## config.mk

```make
export PLATFORM = sky130hd
export DESIGN_NAME = ad9826_serial_responder
export DESIGN_NICKNAME = d
export VERILOG_FILES = /design/src/rtl/ad9826_serial_responder.sv
export SDC_FILE = /design/constraint.sdc
export NUM_CORES = 1
export LEC_CHECK = 0
export CAP_MARGIN = 15
export CORE_ASPECT_RATIO = 2
export CORE_UTILIZATION = 57
export CTS_CLUSTER_DIAMETER = 30
export DETAILED_ROUTE_END_ITERATION = 16
export GPL_TIMING_DRIVEN = 0
export PLACE_DENSITY = 0.88
export SYNTH_ARGS = -nofsm -noshare
export SYNTH_HDL_FRONTEND = slang
export SYNTH_SLANG_ARGS = --single-unit
```

## constraint.sdc

```tcl
create_clock -name clk -period 7.6 [get_ports clk]
set_clock_uncertainty 0.1 [all_clocks]
set_input_delay 1.52 -clock clk [delete_from_list [all_inputs] [get_ports clk]]
set_output_delay 1.52 -clock clk [all_outputs]
set_load 0.01 [all_outputs]
```

## src/rtl/ad9826_serial_responder.sv

```systemverilog
// ad9826_serial_responder: AD9826 3-wire serial port responder with an 8 x 9-bit register file
//   clk        100 MHz system clock; SLOAD/SCLK/SDATA are oversampled with it
//   reset      synchronous, active-high
//   ad_sload   frame select from master, active low
//   ad_sclk    serial clock from master (launch on fall, sample on rise)
//   sdata_in   SDATA pad input
//   sdata_out  SDATA drive value, valid while sdata_oe is high
//   sdata_oe   SDATA output enable, only during the data phase of a read
//   regs_flat  register file, reg n at [9n+8:9n]
//   wr_stb     one-clk pulse when a write commits (same clk as the regs_flat update)
//   wr_addr    address of the last committed write
//   frame_err  one-clk pulse on an aborted frame when AD9826_RESP_ERR_EN is defined, else 0
module ad9826_serial_responder #(
    parameter logic [71:0] REG_RESET_FLAT = 72'h0,
    parameter int          SYNC_STAGES    = 2
) (
    input  logic        clk,
    input  logic        reset,
    input  logic        ad_sload,
    input  logic        ad_sclk,
    input  logic        sdata_in,
    output logic        sdata_out,
    output logic        sdata_oe,
    output logic [71:0] regs_flat,
    output logic        wr_stb,
    output logic [2:0]  wr_addr,
    output logic        frame_err
);
    typedef enum logic [2:0] {IDLE, HEADER, READ, WRITE, DONE} state_t;
    state_t state, state_nxt;
    logic [SYNC_STAGES-1:0] sload_sy, sclk_sy, sdata_sy;
    logic                   sload_d, sclk_d;
    logic [SYNC_STAGES:0]   settle;
    logic                   armed;
    logic [4:0]             bit_cnt;
    logic [6:0]             hdr;
    logic [8:0]             shifter;
    logic                   commit;
    logic                   sload_fall, sload_rise, sclk_rise, sclk_fall, sd, in_frame;
    logic [6:0]             base;

    always_ff @(posedge clk) begin
        if (reset) begin
            sload_sy <= '1;
            sclk_sy  <= '0;
            sdata_sy <= '0;
            sload_d  <= 1'b1;
            sclk_d   <= 1'b0;
            settle   <= '0;
            armed    <= 1'b0;
        end else begin
            sload_sy <= {sload_sy[SYNC_STAGES-2:0], ad_sload};
            sclk_sy  <= {sclk_sy[SYNC_STAGES-2:0], ad_sclk};
            sdata_sy <= {sdata_sy[SYNC_STAGES-2:0], sdata_in};
            sload_d  <= sload_sy[SYNC_STAGES-1];
            sclk_d   <= sclk_sy[SYNC_STAGES-1];
            settle   <= {settle[SYNC_STAGES-1:0], 1'b1};
            // Frames start only after SLOAD has been seen high from the real pin,
            // so a frame already in flight when reset releases is ignored.
            armed    <= armed | (settle[SYNC_STAGES] & sload_sy[SYNC_STAGES-1]);
        end
    end

    assign sload_fall = armed & sload_d & ~sload_sy[SYNC_STAGES-1];
    assign sload_rise = ~sload_d & sload_sy[SYNC_STAGES-1];
    assign sclk_rise  = ~sclk_d & sclk_sy[SYNC_STAGES-1];
    assign sclk_fall  = sclk_d & ~sclk_sy[SYNC_STAGES-1];
    assign sd         = sdata_sy[SYNC_STAGES-1];
    assign in_frame   = (state == HEADER) || (state == READ) || (state == WRITE);
    assign base       = {4'b0, hdr[5:3]} * 7'd9;

    always_ff @(posedge clk) begin
        if (reset)
            state <= IDLE;
        else
            state <= state_nxt;
    end

    always_comb begin
        state_nxt = state;
        case (state)
            IDLE:    if (sload_fall) state_nxt = HEADER;
            HEADER:  if (bit_cnt == 5'd7) state_nxt = hdr[6] ? READ : WRITE;
            READ:    if (sclk_rise && bit_cnt == 5'd15) state_nxt = DONE;
            WRITE:   if (sclk_rise && bit_cnt == 5'd15) state_nxt = DONE;
            DONE:    state_nxt = DONE;
            default: state_nxt = IDLE;
        endcase
        if (sload_rise) state_nxt = IDLE;
    end

    always_ff @(posedge clk) begin
        if (reset) begin
            bit_cnt   <= '0;
            hdr       <= '0;
            shifter   <= '0;
            commit    <= 1'b0;
            regs_flat <= REG_RESET_FLAT;
            sdata_out <= 1'b0;
            sdata_oe  <= 1'b0;
            wr_stb    <= 1'b0;
            wr_addr   <= '0;
        end else begin
            wr_stb <= commit;
            commit <= 1'b0;
            if (commit) begin
                regs_flat[base +: 9] <= shifter;
                wr_addr              <= hdr[5:3];
            end
            if (state == IDLE && sload_fall) bit_cnt <= '0;
            if (sclk_rise && in_frame) bit_cnt <= bit_cnt + 5'd1;
            if (sclk_rise && state == HEADER) hdr <= {hdr[5:0], sd};
            if (sclk_rise && state == WRITE) shifter <= {shifter[7:0], sd};
            // A rise coinciding with SLOAD going high is an abort, not a completion.
            if (sclk_rise && state == WRITE && bit_cnt == 5'd15 && !sload_rise) commit <= 1'b1;
            if (sclk_fall && state == READ) begin
                if (bit_cnt == 5'd7) begin
                    {sdata_out, shifter} <= {regs_flat[base +: 9], 1'b0};
                    sdata_oe             <= 1'b1;
                end else begin
                    {sdata_out, shifter} <= {shifter, 1'b0};
                end
            end
            if ((sclk_fall && state == DONE) || sload_rise) sdata_oe <= 1'b0;
        end
    end

`ifdef AD9826_RESP_ERR_EN
    always_ff @(posedge clk) begin
        if (reset)
            frame_err <= 1'b0;
        else
            frame_err <= sload_rise & in_frame;
    end
`else
    assign frame_err = 1'b0;
`endif
endmodule

```

==> out/results.txt <==
Final HPWL from detailed placement: 10.9 mm
Synth top area cells: dfxtp_1 (46%), mux2i_1 (15%), mux4_2 (5.8%)
Syn_nets: 536
Synth area leader: dfxtp_1
Worst R2R Path Depth: 10
Final Max Tran Viols: 0
Initial Util: 58.5%
Hold Vio Cnt, Final: 0
Worst Max-Slew Pin Slew: 0.826 ns
Vias/cell: 6.42
Seq/Total Area, Yosys: 45.8%
Part of the power in registers: 40.3%
Post-synth EDFFs: 0
Post-route cell area: 6610 um^2
Asr flop ratio synth: 0%
Post-CTS setup buffer count: 0
N_diodes: 0
Number of max-cap violations: 0
Via count: 4731
Crit path from: hdr[4]
TritonCTS buffer count: 17
Critical Path RT: 7.83 ns
Fillcell total: 575
Wire length per cell: 21.9 um
Pwr Density: 228 nW/um^2
GRT Overall Usage: 37.6%
Setup TNS: 0 ns
Hold path depth: 1
CP delay by family, top: buffers and inverters
Vias in the first global route: 4702
Worst path depth: 10
Hold Crit Start: sload_sy[0]
Slowest stage delay, CP: 0.61 ns
Area after DPL: 5960 um^2
Crit Path Category: flip-flop to flip-flop
Max Fclk: 296 MHz
Net Switching: 0.293 mW
Max FO, Critical Path: 10
GRT overflow: 0
Core Rows: 48
RR Endpoint: regs_flat[63]
Detailed Routing Iterations Pass 1: 7
Final core occ: 77.0%
Die X: 68.4 um
Final ANT Viol Nets: 0
Post-CTS Hold Buffers: 0
FF+latch count, synth: 115
Peak VDD IR: 0.192 mV
Final Cycle Share: 44.5%
Post-Route WL: 16.2 mm
Static Leakage: 2.30 nW
CTS Buffer Depth: 2
Root Buffer: clkbuf_16
Most used cell, CP: buf_2
# placed instances: 707
CP max-delay cell: nor2_1
Switching Fraction: 19.4%
First-pass GRT wire length: 24.5 mm
Drt drc: 0
Resized Gates After CTS: 0
Cells after synthesis: 526
Synthesized area: 5020 um^2
Initial antenna violation count: 0
Largest net degree at the start of global routing: 17
RR Startpoint: hdr[4]
Final std cells w/o fill: 737
Worst Setup EP: regs_flat[63]
Number of port buffers: 81
Worst path bufs/invs: 6
Die H: 135 um
Endpoints failing setup: 0
Core Area: 8590 um^2
Layout cell share with drive strength beyond 1: 11.0%
Fin crit period: 3.38 ns
Clock latency on the worst-skew pair: 0.42 ns
Area Growth Syn to Fin: 31.5%
Worst-path clk slew: 0.05 ns
Clk pwr share: 58.3%
Die area: 9220 um^2
Top FF cell, synth: dfxtp_1
Mean Syn Cell Area: 9.55 um^2
I/O Pins: 84
CTS H-tree lvls: 4
Clock tree from TritonCTS: done
Crit path DAT: 3.61 ns
Yosys warnings: 0
Yosys top cell area share: 45.8%
Critical-path cell list: buf_2 > buf_2 > buf_2 > inv_1 > ha_1 > clkbuf_1 > nor2_1 > buf_2 > nand3_1 > a21oi_1
Hold Slack: 0.326 ns
Sink Count: 115
Status: finished clean
CP startpoint kind: flip-flop
Final nets: 636
Max transition margin: 44.7%
RD Place Congestion: 1.01
Worst Hold Class: flip-flop to flip-flop
Netlist cell types: 45
CP endpoint kind: flip-flop
R2R setup slack: 4.22 ns
RSZ-0062 raised after global routing: no
Number of DRC markers in iteration 0: 509
Int Power: 1.21 mW
Comb pwr share: 1.4%
-- layout by cell type (no fill, tap or decap), types with 6 or more instances in the layout --
cell,synthesis,routed
nand3_1,27,27
buf_4,6,6
buf_2,8,8
dfxtp_1,115,115
o21ai_0,10,10
mux2i_1,74,74
inv_1,8,8
clkdlybuf4s50_1,0,81
clkbuf_1,27,28
mux4_2,13,13
a311oi_1,7,7
nand2b_1,9,9
and3_1,11,11
a21oi_1,32,32
nor2_1,78,78
nand2_1,37,37
nor2b_1,11,11
clkbuf_16,0,17
-- synth_stat cells, drive strengths merged, types with 3 or more instances --
cell    instances
a21oi          32
a311oi          7
nor2b          11
ha              5
mux2i          74
a211oi          3
or2             3
mux2            3
a22oi           3
mux4           13
or3b            3
nand2b          9
inv             8
o21ai          10
nand3b          3
buf            16
nand2          37
nor2           81
clkbuf         27
nand3          27
nor3            3
and3           11
dfxtp         115
-- worst min path at each step --
stage                     slack [ns]     endpoint
final                           0.33  sload_sy[1]
after global routing            0.35  sload_sy[1]
after CTS                       0.34  sload_sy[1]
after detailed placement        0.32  sload_sy[1]
after global placement          0.29  sload_sy[1]
after floorplan                 0.29  sload_sy[1]
-- cells by family (layout without fill, tap and decap cells) --
group,count (synthesis),in the layout,share of synthesized area (%)
fa+ha+maj,5,5,1.25
mux,90,90,21.2
simple gates,195,195,18.5
compound gates,67,67,8.19
other cells,1,1,0.0746
xor+xnor,2,2,0.349
buf+inv,51,162,4.61
flops,115,115,45.8
-- through the flow --
stage	power (mW)	setup WS, ns
2_1_floorplan	0.632	4.91
3_3_place_gp	0.640	4.43
3_5_place_dp	0.641	4.39
4_1_cts	1.50	4.29
5_1_grt	1.53	4.02
6_report	1.51	4.22
-- layer usage --
metal	wire [um]	up-vias	part of all wire (%)	global-route usage (%)
li1	-	2036	-	-
met1	5190	2234	32	37.5
met2	8020	330	50	60.2
met3	1320	131	8.2	12.2
met4	1650	0	10	31.4
met5	0	-	0	0
-- registers in the layout, summed over array words and instances (netlist names), 2 cells and up --
signal	cells
bit_cnt	5
hdr	7
regs_flat	72
sclk_sy	2
sdata_sy	2
settle	3
shifter	9
sload_sy	2
state	3
wr_addr	3
-- power groups by stage --
stage,logic [mW],registers (mW),clock network [mW]
CTS,0.0202,0.608,0.874
finish,0.0209,0.608,0.878
floorplan,0.0119,0.620,0
global placement,0.0194,0.620,0
detailed placement,0.0201,0.620,0
global route,0.0222,0.608,0.903
-- layout make-up --
type,count,area (um^2),share of cell area [%]
plain buffers,43,201,3.05
well taps,100,125,1.89
clock inverters,9,178,2.69
clock buffers,21,470,7.12
inverters,8,30.0,0.454
multi-input cells,360,2490,37.7
flip-flops and latches,115,2300,34.8
repair buffers,81,811,12.3
-- worst reg2reg max path: stages, from the launching register on --
cell,delay [ns]
dfxtp_1,0.32
buf_2,0.24
buf_2,0.32
buf_2,0.30
inv_1,0.10
ha_1,0.33
clkbuf_1,0.29
nor2_1,0.61
buf_2,0.35
nand3_1,0.14
a21oi_1,0.19
(Power assumes the default switching activity.)
